<file path="src/rtl/idu_issue_ctrl_pkg.sv">
// Shared types and defaults for the decode issue/stall controller.
package idu_issue_ctrl_pkg;

  localparam int DIV_LAT_DEF = 8;
  localparam int MAX_LD_DEF  = 2;

  typedef enum logic {
    DIV_IDLE = 1'b0,
    DIV_BUSY = 1'b1
  } div_state_e;

  // Bypassed pending bits for the three operand slots of the decode instruction.
  typedef struct packed {
    logic rs1;
    logic rs2;
    logic rd;
  } sb_eff_t;

  // One-hot register select; x0 never maps to a live bit.
  function automatic logic [31:0] reg_onehot(input logic [4:0] addr);
    logic [31:0] oh;
    oh    = 32'd1 << addr;
    oh[0] = 1'b0;
    return oh;
  endfunction

endpackage

</file>
<file path="src/rtl/idu_scoreboard.sv">
// Pending-write scoreboard for long-latency producers, with writeback bypass
// on the read side so a consumer can leave decode in its producer's writeback cycle.
module idu_scoreboard
  import idu_issue_ctrl_pkg::*;
#(
  parameter int NREG = 32
) (
  input  logic            clk,
  input  logic            rst,
  input  logic            set_en,
  input  logic [4:0]      set_addr,
  input  logic [NREG-1:0] clr,
  input  logic [4:0]      rs1_addr,
  input  logic [4:0]      rs2_addr,
  input  logic [4:0]      rd_addr,
  output logic [NREG-1:0] sb_pending,
  output sb_eff_t         eff
);

  localparam logic [NREG-1:0] X0_MASK = {{(NREG-1){1'b1}}, 1'b0};

  logic [31:0]     set_full;
  logic [NREG-1:0] set_vec;
  logic [NREG-1:0] eff_vec;

  assign set_full = reg_onehot(set_addr);
  assign set_vec  = set_en ? set_full[NREG-1:0] : '0;
  assign eff_vec  = sb_pending & ~clr;

  assign eff.rs1 = (rs1_addr != 5'd0) & eff_vec[rs1_addr];
  assign eff.rs2 = (rs2_addr != 5'd0) & eff_vec[rs2_addr];
  assign eff.rd  = (rd_addr  != 5'd0) & eff_vec[rd_addr];

  // Clear first, then set, so a same-cycle reissue to a retiring rd stays pending.
  always_ff @(posedge clk) begin
    if (rst) sb_pending <= '0;
    else     sb_pending <= (eff_vec | set_vec) & X0_MASK;
  end

endmodule

</file>
<file path="src/rtl/idu_issue_ctrl.sv">
// Issue/stall control between decode and execute: scoreboard hazards,
// outstanding-load limit and the multi-cycle divider sequencer.
module idu_issue_ctrl
  import idu_issue_ctrl_pkg::*;
#(
  parameter int DIV_LAT = DIV_LAT_DEF,
  parameter int MAX_LD  = MAX_LD_DEF,
  parameter int NREG    = 32
) (
  input  logic            clk,
  input  logic            rst,
  input  logic            dec_valid,
  input  logic            dec_rs1,
  input  logic            dec_rs2,
  input  logic [4:0]      dec_rs1_addr,
  input  logic [4:0]      dec_rs2_addr,
  input  logic            dec_rd,
  input  logic [4:0]      dec_rd_addr,
  input  logic            dec_load,
  input  logic            dec_div,
  input  logic            flush,
  input  logic            ld_wb_valid,
  input  logic [4:0]      ld_wb_rd,
  output logic            issue,
  output logic            pipe_stall,
  output logic            div_busy,
  output logic            div_done,
  output logic [4:0]      div_rd,
  output logic [NREG-1:0] sb_pending
);

  localparam logic [4:0] DIV_RELOAD = 5'(DIV_LAT - 1);
  localparam logic [2:0] LD_FULL    = 3'(MAX_LD);

  div_state_e      div_state, div_state_n;
  logic [4:0]      div_cnt, div_cnt_n, div_rd_n;
  logic            div_done_n;
  logic [2:0]      ld_cnt;
  logic [31:0]     clr_full;
  logic [NREG-1:0] clr;
  sb_eff_t         eff;
  logic            hazard, go, set_en, div_issue, ld_issue, ld_ret;

  // Writeback clears; a returning load and a finishing divide may name the same rd.
  always_comb begin
    clr_full = '0;
    if (ld_wb_valid) clr_full = clr_full | reg_onehot(ld_wb_rd);
    if (div_done)    clr_full = clr_full | reg_onehot(div_rd);
  end
  assign clr = clr_full[NREG-1:0];

  assign set_en = issue & dec_rd & (dec_load | dec_div);

  idu_scoreboard #(.NREG(NREG)) u_sb (
    .clk        (clk),
    .rst        (rst),
    .set_en     (set_en),
    .set_addr   (dec_rd_addr),
    .clr        (clr),
    .rs1_addr   (dec_rs1_addr),
    .rs2_addr   (dec_rs2_addr),
    .rd_addr    (dec_rd_addr),
    .sb_pending (sb_pending),
    .eff        (eff)
  );

  // A finishing divider or a returning load frees its resource in the same cycle.
  assign hazard = (dec_rs1 & eff.rs1) | (dec_rs2 & eff.rs2) | (dec_rd & eff.rd)
                | (dec_div & div_busy & ~div_done)
                | (dec_load & (ld_cnt == LD_FULL) & ~ld_wb_valid);

  assign go         = dec_valid & ~flush;
  assign issue      = go & ~hazard;
  assign pipe_stall = go & hazard;
  assign div_issue  = issue & dec_div;
  assign ld_issue   = issue & dec_load;
  assign ld_ret     = ld_wb_valid & (ld_cnt != 3'd0);
  assign div_busy   = (div_state == DIV_BUSY);

  // Outstanding-load count; a spurious return at zero is dropped.
  always_ff @(posedge clk) begin
    if (rst)                      ld_cnt <= 3'd0;
    else if (ld_issue && !ld_ret) ld_cnt <= ld_cnt + 3'd1;
    else if (!ld_issue && ld_ret) ld_cnt <= ld_cnt - 3'd1;
  end

  a_ld_underflow: assert property (@(posedge clk) disable iff (rst)
    !(ld_wb_valid && ld_cnt == 3'd0));

  // Divider sequencer: done pulses DIV_LAT cycles after issue; back-to-back reload on done.
  always_comb begin
    div_state_n = div_state;
    div_cnt_n   = div_cnt;
    div_rd_n    = div_rd;
    div_done_n  = 1'b0;
    case (div_state)
      DIV_IDLE: begin
        if (div_issue) begin
          div_state_n = DIV_BUSY;
          div_cnt_n   = DIV_RELOAD;
          div_rd_n    = dec_rd ? dec_rd_addr : 5'd0;
        end
      end
      DIV_BUSY: begin
        if (div_done) begin
          if (div_issue) begin
            div_cnt_n = DIV_RELOAD;
            div_rd_n  = dec_rd ? dec_rd_addr : 5'd0;
          end else begin
            div_state_n = DIV_IDLE;
          end
        end else begin
          div_cnt_n  = div_cnt - 5'd1;
          div_done_n = (div_cnt == 5'd1);
        end
      end
      default: div_state_n = DIV_IDLE;
    endcase
  end

  // Divider state register; reset abandons any operation in flight.
  always_ff @(posedge clk) begin
    if (rst) begin
      div_state <= DIV_IDLE;
      div_cnt   <= 5'd0;
      div_done  <= 1'b0;
      div_rd    <= 5'd0;
    end else begin
      div_state <= div_state_n;
      div_cnt   <= div_cnt_n;
      div_done  <= div_done_n;
      div_rd    <= div_rd_n;
    end
  end

endmodule
</file>
<file path="config.mk">
export PLATFORM = sky130hd
export DESIGN_NAME = idu_issue_ctrl
export DESIGN_NICKNAME = d
export VERILOG_FILES = /design/src/rtl/idu_issue_ctrl_pkg.sv /design/src/rtl/idu_scoreboard.sv /design/src/rtl/idu_issue_ctrl.sv
export SDC_FILE = /design/constraint.sdc
export NUM_CORES = 1
export LEC_CHECK = 0
export BUFFER_PORTS_ARGS = -buffer_cell sky130_fd_sc_hd__buf_2
export CELL_PAD_IN_SITES_DETAIL_PLACEMENT = 0
export CELL_PAD_IN_SITES_GLOBAL_PLACEMENT = 1
export CORE_AREA = 2 2 95 97
export DETAILED_ROUTE_END_ITERATION = 7
export DIE_AREA = 0 0 97 99
export GPL_TIMING_DRIVEN = 0
export PLACE_DENSITY = 0.83
export SLEW_MARGIN = 20
export SYNTH_ARGS = -nofsm -noshare
export SYNTH_HDL_FRONTEND = slang
export SYNTH_SLANG_ARGS = --single-unit
</file>
<file path="constraint.sdc">
create_clock -name clk -period 3.9 [get_ports clk]
set_input_delay 0.39 -clock clk [delete_from_list [all_inputs] [get_ports clk]]
set_output_delay 0.39 -clock clk [all_outputs]
set_load 0.05 [all_outputs]
</file>
==> results.cfg, run 1 <==
[setup_path]
arrival_ns = 4.15
worst_path_max_delay_cell = or4b_4
crit_type = input port to flop
required_ns = 4.14
startpoint_type = input port
worstPathCellList = buf_2 > or4b_4 > o21ai_1 > nor4_1 > nor3_1 > a211oi_1 > a221oi_4 > nand3_4 > clkinvlp_4 > and2_4 > ha_4 > inv_2 > fa_2 > xor2_2 > or3_1 > a21oi_1
r2r_slack_ns = 0.03
cp.buffers_inverters = 3
crit_family = simple AND/OR/NAND/NOR gates
critical_path.max_fanout = 9
crit_path_end_kind = flop
r2r-start = div_rd[4]$_SDFFE_PP0P_
slowest_delay_ns = 0.59
worstReg2RegEnd = ld_cnt[2]$_SDFFE_PP0P_
reg2regPathDepth = 16

[synthesis]
syn-num-nets = 467
syn-cell-area_mm2 = 0.00343
yosys_register_bits = 46
synth_top_family_by_area = simple AND/OR/NAND/NOR gates
synth_compound_area_share_pct = 30.6
netlist_instances = 433
ys_top_cells_by_area = dfxtp_1 27%, o221ai_1 6.4%, o22ai_1 5.3%, nand2_1 3.6%, nand2b_1 3.3%
synth-main-ff-cell = dfxtp_1
synthTopCellsByCount = 46 x dfxtp_1, 33 x nand2_1, 29 x o22ai_1, 28 x nor2_1, 25 x o221ai_1
yosysTopAreaCell = dfxtp_1
synthSimpleGateAreaFrac_pct = 31.6
yosysWarnings = 0
synth_fa_ha_area_share_pct = 1.68
ys_seq_area_share_pct = 26.9
synth_edf_count = 0
async_flop_share_pct = 0
synth-xor-area-share_pct = 0.766
yosysMostFrequentCell = dfxtp_1
synth_top_cell_area_share_pct = 26.9
synth_cell_types = 76
muxShareOfSynthArea_pct = 3.10
syn_area_per_cell_um2 = 7.92

[sta]
max_freq_ghz = 0.256
tns_ns = -0.0132
finClkSkew_ns = 0.0172
relSlewSlack_pct = 53.7
rsz0062_at_grt = true
finalHoldViolCount = 0
report.final.setup_viol = 1
timing.final.ws_setup_ns = -0.0132
min_period_ns = 3.91
worst_pin_slew_ns = 0.689
slew_violations = 0
timing.final.crit_share_pct = 100

[min_path]
min_from = dec_rd
hold_depth = 4
whs_endpoint = div_rd[0]$_SDFFE_PP0P_
worstHoldPathType = input port to flop

[floorplan]
die-area_mm2 = 0.00960
core_mm2 = 0.00855
initial_core_util_pct = 40.1
design.portCount = 71
rows = 34
die_h_um = 99
die_w_um = 97

[route]
drt_wl_total_um = 15500
post-route-drc-count = 0
wl_per_cell_um = 24.1
vias = 4322
drtPass1Iterations = 5
avgViaCountPerCell = 6.73
drt_iter0_drc = 399
antenna_left = 0

[grt]
grt_max_degree = 17
antenna_found_initial = 0
grt_pass1_wl_um = 23000
grt_use_total_pct = 30.7
grt_overflow = 0
grt_pass1_vias = 3968

[run_status]
violations = setup timing
status = complete, but fails checks

[place]
dpl_worst_slack_ns = -0.708
post-place-cells = 607
gp_congestion = 1.01
port_buffers = 66
dp_hpwl_um = 10900
place_area_mm2 = 0.00392

[clocking]
clock_sinks = 46
clockBufferDepth = 2
cts_tree = yes
root_buffer = clkbuf_8
cts-buffers-inserted = 5
hold_buffers = 0
htreeDepth = 2
clk_pin_slew_worst_paths_ns = 0.10
clk_latency_ns = 0.32

[pwr]
power.density_mw_per_mm2 = 247
total_power_mw = 1.17
vdd_ir_drop_max_mv = 0.213
p_leak_nw = 1.55

[layout]
n_antenna_cell = 0
fin_area_mm2 = 0.00475
drive_above_1_share_pct = 33.5
area_delta_synth_final_pct = 38.6
fin_cells = 642
nNetsFinal = 567

[job]
drv_cap = 0
==> routing by layer <==
| metal | share of wire (%) | GRT usage [%] | up-vias |
|---|---|---|---|
| met4 | 3.5 | 11.2 | 0 |
| met2 | 45 | 48.6 | 290 |
| met1 | 41 | 40.8 | 2086 |
| met5 | 0 | 0 | - |
| li1 | - | - | 1906 |
| met3 | 9.9 | 7.59 | 40 |
==> power by group <==
group	total (mW)	internal (mW)	switching, mW
sequential	0.510	0.486	0.0233
clock	0.361	0.170	0.190
combinational	0.302	0.113	0.189
==> how the worst max path moves through the flow <==
stage                                  end  slack [ns]  cells after the start                    from
CTS                 ld_cnt[2]$_SDFFE_PP0P_       0.002                     16     div_done$_SDFF_PP0_
global route        ld_cnt[2]$_SDFFE_PP0P_       -0.09                     16  div_rd[4]$_SDFFE_PP0P_
detailed placement  ld_cnt[2]$_SDFFE_PP0P_       -0.71                     17             ld_wb_valid
floorplan           ld_cnt[2]$_SDFFE_PP0P_       0.005                     16     div_done$_SDFF_PP0_
global placement    ld_cnt[2]$_SDFFE_PP0P_       -0.72                     17             ld_wb_rd[2]
finish              ld_cnt[2]$_SDFFE_PP0P_       -0.01                     16             ld_wb_rd[3]
==> worst register-to-register path, cell delays in order, from the launching register on <==
cell and delay, ns:
dfxtp_4 0.39, or4b_4 0.57, o221ai_4 0.33, buf_6 0.16, a22oi_1 0.06, o311a_1 0.31, o311a_4 0.15, a221oi_4 0.27
nand3_4 0.13, clkinvlp_4 0.09, and2_4 0.14, ha_4 0.14, inv_2 0.04, fa_2 0.36, xor2_2 0.15, or3_1 0.37
a21oi_1 0.13
==> through the flow <==
step | hold slack [ns] | utilization (%)
after floorplan | 0.471 | -
after global placement | 0.474 | 45.9
after detailed placement | 0.480 | 45.9
after CTS | 0.447 | 52.8
after global routing | 0.471 | 55.6
final | 0.456 | 55.6
==> cells in the final DEF (no fill, tap or decap), drive strengths merged, types with 6 or more instances in the layout <==
| cell type | instances |
|---|---|
| a21oi | 14 |
| buf | 104 |
| clkbuf | 27 |
| dfxtp | 46 |
| inv | 12 |
| nand2 | 33 |
| nand2b | 18 |
| nand3 | 11 |
| nand3b | 6 |
| nand4 | 6 |
| nand4b | 6 |
| nor2 | 28 |
| nor2b | 7 |
| nor3 | 22 |
| nor4 | 11 |
| o21ai | 18 |
| o221ai | 27 |
| o22ai | 29 |
| or2 | 13 |
| or3 | 8 |
==> what timing repair did <==
action | CTS | global route
endpoints found under the setup margin | 3 | 1
pin swaps | 12 | 20
setup buffers | 15 | 15
resized for setup | 52 | 29
==> registers in the layout (all words and copies together) (netlist names) <==
name / count
div_busy: 1
div_cnt: 5
u_sb.sb_pending: 31
div_done: 1
div_rd: 5
ld_cnt: 3
==> cell type report <==
class	instances	area, µm²
Buffer	29	120
Clock buffer	6	93.8
Clock inverter	2	17.5
Fill cell	790	3800
Inverter	11	45.0
Multi-Input combinational cell	344	2820
Sequential cell	46	938
Tap cell	108	135
Timing Repair Buffer	96	583
==> cells by family (layout without fill, tap and decap cells) <==
family	count (synthesis)	count (layout)
fa+ha+maj	4	4
mux	10	10
compound gates	136	136
buf+inv	43	144
xor+xnor	3	3
other cells	1	1
flops	46	46
simple gates	190	190
Note: power is estimated with default switching activity, not from simulation.
==> run 2, diff against run 1 <==
--- a/config.mk
+++ b/config.mk
@@ -5,14 +5,15 @@
 export SDC_FILE = /design/constraint.sdc
 export NUM_CORES = 1
 export LEC_CHECK = 0
+export ABC_AREA = 1
 export BUFFER_PORTS_ARGS = -buffer_cell sky130_fd_sc_hd__buf_2
 export CELL_PAD_IN_SITES_DETAIL_PLACEMENT = 0
 export CELL_PAD_IN_SITES_GLOBAL_PLACEMENT = 1
-export CORE_AREA = 2 2 95 97
+export CORE_AREA = 2 2 103 105
 export DETAILED_ROUTE_END_ITERATION = 7
-export DIE_AREA = 0 0 97 99
+export DIE_AREA = 0 0 105 107
 export GPL_TIMING_DRIVEN = 0
-export PLACE_DENSITY = 0.83
+export PLACE_DENSITY = 0.84
 export SLEW_MARGIN = 20
 export SYNTH_ARGS = -nofsm -noshare
 export SYNTH_HDL_FRONTEND = slang
==> results.cfg, run 2 <==
[run_status]
status = finished, final reports clean

[clocking]
cts_tree = yes
hold_buffers = 0
cts-buffers-inserted = 5
clk_latency_ns = 0.30
root_buffer = clkbuf_8
htreeDepth = 2
clk_pin_slew_worst_paths_ns = 0.08
clock_sinks = 46
clockBufferDepth = 2

[synthesis]
ys_seq_area_share_pct = 24.3
syn-num-nets = 714
synth_edf_count = 0
yosysWarnings = 0
async_flop_share_pct = 0
yosys_register_bits = 46
netlist_instances = 680
yosysTopAreaCell = dfxtp_1
synthTopCellsByCount = 190 x nand2_1, 125 x nand3_1, 97 x nor2_1, 60 x inv_1, 57 x a21oi_1
ys_top_cells_by_area = dfxtp_1 24%, nand2_1 19%, nand3_1 17%, nor2_1 9.6%, a21oi_1 7.5%
yosysMostFrequentCell = nand2_1
synth-main-ff-cell = dfxtp_1
synth_top_cell_area_share_pct = 24.3
synth_cell_types = 33
syn_area_per_cell_um2 = 5.57
syn-cell-area_mm2 = 0.00379

[grt]
antenna_found_initial = 0
grt_pass1_wl_um = 23400
grt_use_total_pct = 27.2
grt_overflow = 0
grt_max_degree = 14
grt_pass1_vias = 4271

[pwr]
power.density_mw_per_mm2 = 267
p_leak_nw = 2.07
vdd_ir_drop_max_mv = 0.218

[setup_path]
r2r_slack_ns = 0.39
required_ns = 3.51
startpoint_type = flop
arrival_ns = 3.14
worstReg2RegEnd = ld_cnt[2]$_SDFFE_PP0P_
critical_path.max_fanout = 10
crit_path_end_kind = primary output
reg2regPathDepth = 23
crit_type = flop to primary output
r2r-start = div_rd[0]$_SDFFE_PP0P_

[min_path]
hold_depth = 3
whs_endpoint = div_rd[4]$_SDFFE_PP0P_
min_from = dec_rd
worstHoldPathType = input port to flop

[floorplan]
design.portCount = 71
die_h_um = 107
initial_core_util_pct = 37.5
die-area_mm2 = 0.0112
core_mm2 = 0.0101
die_w_um = 105
rows = 37

[sta]
worst_pin_slew_ns = 0.621
finalHoldViolCount = 0
slew_violations = 0
max_freq_ghz = 0.283
rsz0062_at_grt = false
relSlewSlack_pct = 58.6
hold_ws_ns = 0.409
timing.final.crit_share_pct = 90.6
min_period_ns = 3.53
finClkSkew_ns = 0.00551
report.final.setup_viol = 0
tns_ns = 0

[layout]
nNetsFinal = 784
reg_top3 = u_sb.sb_pending (31), div_cnt (5), div_rd (5)
area_delta_synth_final_pct = 17.2
final_cell_mix = 190 x nand2_1, 115 x nand3_1, 96 x nor2_1, 69 x buf_2, 60 x inv_1
n_antenna_cell = 0
final_core_util_pct = 44.0
largest_reg_flops = 31
regMostFlops = u_sb.sb_pending
drive_above_1_share_pct = 15.8
fin_area_mm2 = 0.00444
layout_commonest_cell = nand2_1

[route]
post-route-drc-count = 0
drtPass1Iterations = 8
vias = 4827
drt_wl_total_um = 15500
wl_per_cell_um = 17.5
antenna_left = 0
avgViaCountPerCell = 5.44
drt_iter0_drc = 550

[place]
place_area_mm2 = 0.00427
port_buffers = 63
gp_congestion = 0.979
dp_hpwl_um = 11900

[job]
drv_cap = 0
==> run 2: changes by cell type after synthesis, sizes merged, moves of 18 or more <==
cell and delta:
o22ai -29, nand2 +157, inv +57, nand2b -18, o221ai -27, nor2 +73, a21oi +43, nand3 +119
==> run 2: cells by family (layout without fill, tap and decap cells) <==
logic type / count (synthesis) / in the layout / share of synthesized area (%)
other cells: 1 / 1 / 0.0990
fa+ha+maj: 4 / 4 / 1.52
buf+inv: 106 / 177 / 12.0
xor+xnor: 2 / 2 / 0.462
compound gates: 77 / 77 / 10.5
flops: 46 / 46 / 24.3
simple gates: 444 / 444 / 51.1
==> run 2: per-stage QoR <==
step           setup slack (ns)  power, mW  cells
6_report                  0.367       1.19    887
5_1_grt                 0.00815       1.25    887
4_1_cts                   0.297       1.18    887
3_5_place_dp              0.236      0.838    879
3_3_place_gp              0.288      0.832    879
2_1_floorplan             0.473      0.751    680
==> run 2: cell type report <==
class	instances	area [µm²]
Sequential cell	46	922
Inverter	73	275
Clock inverter	1	30.0
Fill cell	1134	5650
Tap cell	136	170
Timing Repair Buffer	63	315
Clock buffer	7	76.3
Multi-Input combinational cell	528	2470
Buffer	33	180
==> run 2: worst max-delay path by stage <==
stage | end | startpoint | slack, ns | cells after the start
2_1_floorplan | pipe_stall | div_rd[4]$_SDFFE_PP0P_ | 0.47 | 16
3_3_place_gp | ld_cnt[2]$_SDFFE_PP0P_ | ld_wb_valid | 0.29 | 25
3_5_place_dp | ld_cnt[2]$_SDFFE_PP0P_ | ld_wb_valid | 0.24 | 25
4_1_cts | ld_cnt[2]$_SDFFE_PP0P_ | div_rd[4]$_SDFFE_PP0P_ | 0.30 | 24
5_1_grt | ld_cnt[2]$_SDFFE_PP0P_ | div_rd[0]$_SDFFE_PP0P_ | 0.008 | 23
6_report | issue | div_rd[4]$_SDFFE_PP0P_ | 0.37 | 19
==> run 2: where the power goes <==
part / internal [mW] / switching [mW]
combinational: 0.103 / 0.227
clock: 0.192 / 0.162
sequential: 0.489 / 0.0146
==> run 2: timing repair <==
item,4_1_cts,5_1_grt
resized for setup,0,13
setup endpoints to repair,0,1
setup buffers,0,0
==> run 2: worst max-delay path, stage by stage (launching register included) <==
cell	delay [ns]
dfxtp_1	0.36
clkinv_1	0.32
nand3_1	0.33
nor2_1	0.08
nor2_1	0.23
nand3_1	0.11
nand2_1	0.08
nor2_1	0.04
nor2_1	0.11
nor2_1	0.06
nor2_1	0.08
nand2_1	0.05
nand2_1	0.06
nand2_1	0.13
nand2_1	0.14
nor2_4	0.05
nand2_1	0.10
clkinv_2	0.12
buf_6	0.17
buf_2	0.21
==> run 2: per-layer routing <==
| layer | GRT usage [%] | routed length, µm |
|---|---|---|
| met5 | 0 | 0 |
| met4 | 14.7 | 765 |
| met3 | 5.11 | 1410 |
| met2 | 41.7 | 6620 |
| met1 | 36.1 | 6690 |
